### config.mk
export PLATFORM = sky130hd
export DESIGN_NAME = pcm_sample_buffer
export DESIGN_NICKNAME = d
export VERILOG_FILES = /design/src/rtl/spartan_audio_pkg.sv /design/src/rtl/pcm_fifo_mem.sv /design/src/rtl/pcm_sample_buffer.sv
export SDC_FILE = /design/constraint.sdc
export NUM_CORES = 1
export LEC_CHECK = 0
export ABC_AREA = 1
export CORE_MARGIN = 2
export CORE_UTILIZATION = 38
export DETAILED_ROUTE_END_ITERATION = 16
export PLACE_DENSITY_LB_ADDON = 0.12
export RECOVER_POWER = 25
export SYNTH_ARGS = -nofsm -noshare
export SYNTH_HDL_FRONTEND = slang
export SYNTH_SLANG_ARGS = --single-unit
export TNS_END_PERCENT = 5
### constraint.sdc
create_clock -name bit_clock_in -period 5.1 [get_ports bit_clock_in]
set_input_delay 0.765 -clock bit_clock_in [delete_from_list [all_inputs] [get_ports bit_clock_in]]
set_output_delay 0.765 -clock bit_clock_in [all_outputs]
set_load 0.03 [all_outputs]
### src/rtl/spartan_audio_pkg.sv
// Shared audio definitions: sample width, frame timing and the stereo sample payload.
package spartan_audio_pkg;

    localparam int unsigned PCM_W      = 16;
    localparam int unsigned FRAME_BITS = 32;
    localparam int unsigned POP_SLOT   = 16;
    localparam int unsigned FCNT_W     = $clog2(FRAME_BITS);

    typedef struct packed {
        logic [PCM_W-1:0] left;
        logic [PCM_W-1:0] right;
    } stereo_sample_t;

endpackage

### src/rtl/pcm_fifo_mem.sv
// Stereo sample storage: synchronous write, asynchronous read, no reset on the array.
module pcm_fifo_mem
    import spartan_audio_pkg::*;
#(
    parameter int unsigned DEPTH = 8
) (
    input  logic                       bit_clock_in,
    input  logic                       write_en,
    input  logic [$clog2(DEPTH)-1:0]   write_ptr,
    input  stereo_sample_t             write_data,
    input  logic [$clog2(DEPTH)-1:0]   read_ptr,
    output stereo_sample_t             read_data
);

    stereo_sample_t storage [DEPTH];

    always_ff @(posedge bit_clock_in) begin
        if (write_en) begin
            storage[write_ptr] <= write_data;
        end
    end

    assign read_data = storage[read_ptr];

endmodule

### src/rtl/pcm_sample_buffer.sv
// Producer-to-serializer stereo FIFO that pops one sample per 32-cycle frame at slot 16.
module pcm_sample_buffer
    import spartan_audio_pkg::*;
#(
    parameter int unsigned DEPTH           = 8,
    parameter bit          UNDERRUN_REPEAT = 1'b0
) (
    input  logic                     bit_clock_in,
    input  logic                     rst_active_high,
    input  logic                     flush,
    input  logic [PCM_W-1:0]         in_left,
    input  logic [PCM_W-1:0]         in_right,
    input  logic                     in_valid,
    output logic                     in_ready,
    output logic [PCM_W-1:0]         pcm_data_left,
    output logic [PCM_W-1:0]         pcm_data_right,
    output logic                     pcm_data_valid,
    output logic                     frame_tick,
    output logic                     sample_request,
    output logic [$clog2(DEPTH):0]   fifo_level,
    output logic [15:0]              underrun_count
);

    localparam int unsigned PTR_W = $clog2(DEPTH);
    localparam int unsigned LVL_W = $clog2(DEPTH) + 1;

    logic [FCNT_W-1:0] fcnt;
    logic [PTR_W-1:0]  rd_ptr;
    logic [PTR_W-1:0]  wr_ptr;
    logic              history;
    logic              full;
    logic              empty;
    logic              pop_slot;
    logic              push;
    logic              pop;
    logic              underrun;
    stereo_sample_t    head;
    stereo_sample_t    wr_sample;

    // Push/pop qualification; flush overrides both and suppresses underrun.
    always_comb begin
        full           = (fifo_level == LVL_W'(DEPTH));
        empty          = (fifo_level == '0);
        pop_slot       = (fcnt == FCNT_W'(POP_SLOT));
        push           = in_valid && !full && !flush;
        pop            = pop_slot && !empty && !flush;
        underrun       = pop_slot && empty && !flush;
        in_ready       = !full;
        sample_request = (fifo_level < LVL_W'(DEPTH / 2));
    end

    assign wr_sample = '{left: in_left, right: in_right};

    pcm_fifo_mem #(
        .DEPTH (DEPTH)
    ) u_mem (
        .bit_clock_in (bit_clock_in),
        .write_en     (push),
        .write_ptr    (wr_ptr),
        .write_data   (wr_sample),
        .read_ptr     (rd_ptr),
        .read_data    (head)
    );

    // Free-running frame position; wraps naturally at 32.
    always_ff @(posedge bit_clock_in or posedge rst_active_high) begin
        if (rst_active_high) begin
            fcnt <= '0;
        end else begin
            fcnt <= fcnt + FCNT_W'(1);
        end
    end

    always_ff @(posedge bit_clock_in or posedge rst_active_high) begin
        if (rst_active_high) begin
            rd_ptr     <= '0;
            wr_ptr     <= '0;
            fifo_level <= '0;
        end else if (flush) begin
            rd_ptr     <= '0;
            wr_ptr     <= '0;
            fifo_level <= '0;
        end else begin
            if (push) begin
                wr_ptr <= wr_ptr + PTR_W'(1);
            end
            if (pop) begin
                rd_ptr <= rd_ptr + PTR_W'(1);
            end
            fifo_level <= fifo_level + LVL_W'(push) - LVL_W'(pop);
        end
    end

    // Output hold registers; only a pop slot or flush may change them.
    always_ff @(posedge bit_clock_in or posedge rst_active_high) begin
        if (rst_active_high) begin
            pcm_data_left  <= '0;
            pcm_data_right <= '0;
            pcm_data_valid <= 1'b0;
            history        <= 1'b0;
            frame_tick     <= 1'b0;
        end else begin
            frame_tick <= pop_slot;
            if (flush) begin
                pcm_data_left  <= '0;
                pcm_data_right <= '0;
                pcm_data_valid <= 1'b0;
                history        <= 1'b0;
            end else if (pop) begin
                pcm_data_left  <= head.left;
                pcm_data_right <= head.right;
                pcm_data_valid <= 1'b1;
                history        <= 1'b1;
            end else if (underrun) begin
                if (UNDERRUN_REPEAT && history) begin
                    pcm_data_valid <= 1'b1;
                end else begin
                    pcm_data_left  <= '0;
                    pcm_data_right <= '0;
                    pcm_data_valid <= 1'b0;
                end
            end
        end
    end

    always_ff @(posedge bit_clock_in or posedge rst_active_high) begin
        if (rst_active_high) begin
            underrun_count <= '0;
        end else if (underrun && (underrun_count != 16'hFFFF)) begin
            underrun_count <= underrun_count + 16'd1;
        end
    end

endmodule

### Word level (Yosys, flattened, before mapping)

Memory sizes are Yosys's and may differ from the RTL's.
Cells that the tools add are included.

| word-level totals | value |
|---|---|
| register bits | 65 |
| bits in writable memories | 256 |
| word-level logic and storage cells | 49 |
| memories kept | 1 |

| cells by class | value |
|---|---|
| add/sub/neg operators | 6 |
| order comparisons | 1 |
| eq/ne operators | 3 |
| muxes and demuxes | 15 |
| reduce and logical (&&, ||, !) cells | 14 |

Memories:

| name | words | width | read ports | clocked after memory_dff | wr ports | RTL line | RTL |
|---|---|---|---|---|---|---|---|
| u_mem.storage | 8 | 32 | 1 | 0 | 1 | pcm_fifo_mem.sv:15 | `stereo_sample_t storage [DEPTH];` |

Operators by type and width:

| cell | count |
|---|---|
| two-way mux 16 bit | 5 |
| adder 16 x 1 -> 16 bit (second input constant) | 1 |
| inequality test 16 bit (second input constant) | 1 |
| two-way mux 3 bit | 4 |
| logical AND 1 bit | 7 |
| adder 3 x 1 -> 3 bit (second input constant) | 2 |
| adder 5 x 1 -> 5 bit (second input constant) | 1 |
| == test 5 bit (second input constant) | 1 |
| two-way mux 1 bit | 5 |
| adder 4 x 1 -> 4 bit | 1 |
| == test 4 bit (second input constant) | 1 |
| logical NOT 4 bit | 1 |
| less-than comparator 4 x 3 -> 1 bit (second input constant) | 1 |
| two-way mux 4 bit | 1 |
| nonzero test 2 bit | 2 |
| subtractor 4 x 1 -> 4 bit | 1 |
| logical NOT 1 bit | 3 |
| nonzero test 3 bit | 1 |

### Logic depth before layout (Yosys ltp)

| depth | value |
|---|---|
| depth after elaboration | 7 |
| depth in mapped cells | 13 |
| depth with buffers taken out | 12 |

### By module

From an unflattened synthesis, not the netlist that was laid out.

| unflattened totals | value |
|---|---|
| cells, all modules | 1503 |
| area total of the unflattened synthesis | 14446.4 um2 |

Modules (own cells, without submodules):

| module | instances | cells an instance | area each (um2) |
|---|---|---|---|
| pcm_fifo_mem | 1 | 1124 | 11232.0 |
| pcm_sample_buffer | 1 | 379 | 3214.3 |

### Worst setup path after synthesis

Ideal clock, no wire load.

| timing path | value |
|---|---|
| path type | register to register |
| start point | register fifo_level[2] |
| end point | memory u_mem.storage[0][0] (netlist bit), enable pin |
| library setup time | 0.421 ns |
| data arrival time | 2.861 ns |
| data required time | 4.679 ns |
| slack | 1.818 ns |
| stages on the path, launching flop included | 8 |
| buffers on the path | 0 |
| period minus slack after synthesis | 3.282 ns |
| path through | dfrtp_1 inv_1 ha_1 nand3_1 nand3_1 inv_1 nand2_1 nor2_1 |

| on the way | value |
|---|---|
| cells in the longest elaborated chain, start to end | 6 |

Ends and longest elaborated chain:

| element | RTL line | RTL |
|---|---|---|
| from (decl) | pcm_sample_buffer.sv:20 | `output logic [$clog2(DEPTH):0] fifo_level,` |
| from (signal assigned) | pcm_sample_buffer.sv:90 | `fifo_level <= fifo_level + LVL_W'(push) - LVL_W'(pop);` |
| == test 4 bit | pcm_sample_buffer.sv:42 | `full = (fifo_level == LVL_W'(DEPTH));` |
| logical NOT 1 bit | n/a |  |
| named net in_ready | pcm_sample_buffer.sv:14 | `output logic in_ready,` |
| logical AND 1 bit (2 in series) | pcm_sample_buffer.sv:45 | `push = in_valid && !full && !flush;` |
| two-way mux 1 bit | pcm_fifo_mem.sv:18 | `if (write_en) begin` |
| two-way mux 1 bit (not written as such) | pcm_fifo_mem.sv:19 | `storage[write_ptr] <= write_data;` |
| to (decl) | pcm_fifo_mem.sv:15 |  |

The timed path passes the listed nets, and every way through them passes these cells.

### Worst setup path in the final report

| timing path | value |
|---|---|
| start point | register rd_ptr[0] |
| end point | register pcm_data_left[13] |

| on the way | value |
|---|---|
| cells in the longest elaborated chain, start to end | 3 |

Ends and longest elaborated chain:

| element | RTL line | RTL |
|---|---|---|
| from (decl) | pcm_sample_buffer.sv:28 | `logic [PTR_W-1:0] rd_ptr;` |
| from (signal assigned) | pcm_sample_buffer.sv:88 | `rd_ptr <= rd_ptr + PTR_W'(1);` |
| memory (8 x 32 bit) | n/a |  |
| two-way mux 16 bit | pcm_sample_buffer.sv:109 | `end else if (pop) begin` |
| two-way mux 16 bit | pcm_sample_buffer.sv:104 | `if (flush) begin` |
| to (signal assigned) | pcm_sample_buffer.sv:110 | `pcm_data_left <= head.left;` |
| to (decl) | pcm_sample_buffer.sv:15 | `output logic [PCM_W-1:0] pcm_data_left,` |

No other way between the ends.
A chain may end at the register's enable or synchronous reset.

==> results.md <==
* Status: complete, but fails checks
* Failing checks: max-capacitance violations, max-slew violations
* Cell Rows at 67
* Starting Density at 38.7%
* Startpoint Class: flop
* Lkg Pwr at 0.00572 µW
* DRT iter0 DRCs at ~520
* Area delta synth->final at 18.8%
* Post-route ant nets at 0
* Sequential fraction of design power at a little under half
* CTS tree: yes
* Fin. max-slew vios at 34
* Post-synth EDFFs at 256
* Worst-path clk slew at 60 ps
* Share of power burned in combinational logic at about 16%
* DIE WIDTH at 189 µm
* Post-Syn Area per Cell at 11.4 µm²
* Area of the core at approximately 0.034 mm²
* Cells after synthesis at about 1.1k
* Power consumption at 6600 µW
* Synth cell types at 26
* Die Y at 189 µm
* Maxcap violations at 1
* Sequential area share after synthesis at 71.4%
* Power Density at 425 mW/mm²
* GRT Total Usage at 17.3%
* Initial antenna violation count at 0
* Worst endpoint data arrival time at 3430 ps
* Worst Setup SP: rd_ptr[0]$_DFFE_PP0P_
* WS Path Type: reg -> reg
* Routed vias/inst at 4.99
* Num CTS Buffers at 36
* Final setup fails at 0
* Crit path capture: pcm_data_left[13]$_DFFE_PP0P_
* Slew headroom at -7.21%
* Peak supply drop at around 0.00023 V
* CP Data Required Time at 5560 ps
* Final nets at 1284
* Type of the tightest min-delay check: reg -> reg
* Main area contributors after synthesis: edfxtp_1 59%, dfrtp_1 12%, nor2_1 8.3%
* Post-CTS Hold Buffers at 0
* Setup TNS at 0 ps
* Antenna Diode Count at 0
* RSZ-0062 raised after global routing: false
* Tightest Pin Transition at 1600 ps
* Pin count of the biggest net entering global routing at 73
* Clock network power share at 36.6%
* Hold_ws at 474 ps
* Post-DP HPWL at between 15 and 20 mm
* DRT Pass-1 Iters at 5
* # DRC at 0
* Pre-CTS setup slack at 1630 ps
* Ys async rst share at between 20% and 30%
* Top-count cell post-synth: nor2_1
* Clock Skews at between 15 and 20 ps
* Setup slack after layout at around 2100 ps
* Critical Path End Type: flop
* RD Place Congestion at 0.747
* R2R Setup Slk at 2130 ps
* Top_reg_cell synth: edfxtp_1
* First-pass GRT wire length at 48.1 mm
* Crit share post-route at around three fifths
* Post-CTS Setup Bufs at 0
* Sw frac at between 20% and 30%
* Die ar. at 0.0358 mm²
* Total number of yosys warnings at 0
* Largest fanout on the critical path at 70
* CTS root buf: clkbuf_16
* I/O pin total at 92
* Clk sink count at 321
* Vias in the first global route at about 8.4k
* Final wirelength at 30.6 mm
* Switching power at 1860 µW
* Post-route minimum period at 2970 ps
* Port Buf Inserts at 91
* DR vias at 8529
* Post-CTS sizing at 0
* Yosys top cell area share at 58.9%
* Drt wl/cell at 17.9 µm
* Clk Latency, worst-skew pair at 530 ps
* Int Pwr at 4740 µW
* Cell taking the most area after synthesis: edfxtp_1
* Synthesized area at between 0.01 and 0.015 mm²
* FF-to-FF path depth at 6
* Final hold vios at 0
* Synth Register Bits at between 300 and 400
* CTS H-tree lvls at 2
* Syn nets at 1198
* Reg-to-Reg End: pcm_data_left[13]$_DFFE_PP0P_
* Synth cell count leaders: 290 x nor2_1, 256 x edfxtp_1, 150 x nand2_1
* Proportion of layout cells with a drive suffix above 1 at between 7 and 8%
* GR Overflow Total at 0
* Clock tree buffer depth at 3
* Fillers at 3134
* Worst r2r src: rd_ptr[0]$_DFFE_PP0P_
* Fmax at 337 MHz
[critical path, stage by stage, from the launching register on]
cell	delay, ps
dfrtp_4	730
inv_2	810
buf_4	670
o21ai_0	190
nand3_1	190
nand3_1	120
nand2_1	90
[cells in the final DEF, fill, tap and decap left out, types with 2 or more instances in the layout]
cell             netlist  routed
clkbuf_8               0       2
nor2_2                 3       3
clkbuf_16              0      36
xor2_1                 5       5
edfxtp_1             256     256
o21ai_2                7       7
a21oi_1                3       3
nand2_2                5       5
inv_2                  3       4
buf_4                  0      14
o21ai_0              137     137
ha_1                  12      12
dlygate4sd3_1          0      19
nor2_1               290     282
clkbuf_1              24      13
xnor2_1                3       3
nand4_1                4       4
inv_1                 32      30
clkdlybuf4s50_1        0      72
nor2_4                 0       8
clkinv_1               2      10
clkinv_8               0       3
clkinv_2               1       2
nand3_1              110     111
nand2_1              150     150
dfrtp_1               65      63
[power by group through the flow]
stage                     sequential, µW  combinational (µW)  clock, µW
after floorplan                     3270                 558          0
after global placement              3170                1070          0
after detailed placement            3170                1080          0
after CTS                           3120                1090       2480
after global routing                3140                1190       2590
final                               3120                1060       2420
[per-stage QoR]
step           std cells  instance area, µm²  util (%)
2_1_floorplan       1149               13100         -
3_3_place_gp        1645               14400      42.8
3_5_place_dp        1645               14400      42.8
4_1_cts             1710               15500      46.1
5_1_grt             1710               15500      46.0
6_report            1710               15500      46.0
[logic make-up (layout without fill, tap and decap cells)]
group / Yosys count / count (layout) / synth area share, %
AO/OA/AOI/OAI: 148 / 148 / 5.89
XOR/XNOR: 8 / 8 / 0.537
adder cells (fa/ha/maj): 13 / 13 / 1.30
buffers and inverters: 95 / 208 / 3.21
flip-flops: 321 / 321 / 71.4
AND/OR/NAND/NOR: 564 / 564 / 17.7
[registers in the layout, indices dropped and copies added (netlist names)]
register,cells
fifo_level,4
u_mem.storage,256
fcnt,5
pcm_data_right,16
underrun_count,16
frame_tick,1
wr_ptr,3
pcm_data_left,16
rd_ptr,3
pcm_data_valid,1
[final cells by class]
type / count / area (µm²) / area share (%)
Tap cell: 448 / 561 / 3.61
Clock inverter: 14 / 123 / 0.791
Sequential cell: 321 / 9320 / 60.1
Timing Repair Buffer: 105 / 1020 / 6.55
Inverter: 38 / 145 / 0.936
Multi-Input combinational cell: 733 / 3370 / 21.7
Clock buffer: 51 / 977 / 6.30
[how the worst min path moves through the flow]
stage / start / end / slack (ps) / depth (start not counted)
CTS: fcnt[0]$_DFF_PP0_ / fcnt[0]$_DFF_PP0_ / 480 / 1
floorplan: fcnt[0]$_DFF_PP0_ / fcnt[0]$_DFF_PP0_ / 440 / 1
global route: pcm_data_right[12]$_DFFE_PP0P_ / pcm_data_right[12]$_DFFE_PP0P_ / 500 / 2
global placement: fcnt[0]$_DFF_PP0_ / fcnt[0]$_DFF_PP0_ / 460 / 1
finish: fcnt[0]$_DFF_PP0_ / fcnt[0]$_DFF_PP0_ / 470 / 1
detailed placement: pcm_data_left[10]$_DFFE_PP0P_ / pcm_data_left[10]$_DFFE_PP0P_ / 470 / 2
[layer usage]
layer / wire, µm / vias up / part of all wire, % / track usage [%]
li1: - / 4120 / - / -
met2: 13800 / 210 / 45 / 27.7
met5: 0 / - / 0 / 0
met3: 1540 / 33 / 5.0 / 2.67
met4: 422 / 0 / 1.4 / 4.32
met1: 14900 / 4166 / 49 / 24.9
Power figures use the tool's default switching activity.
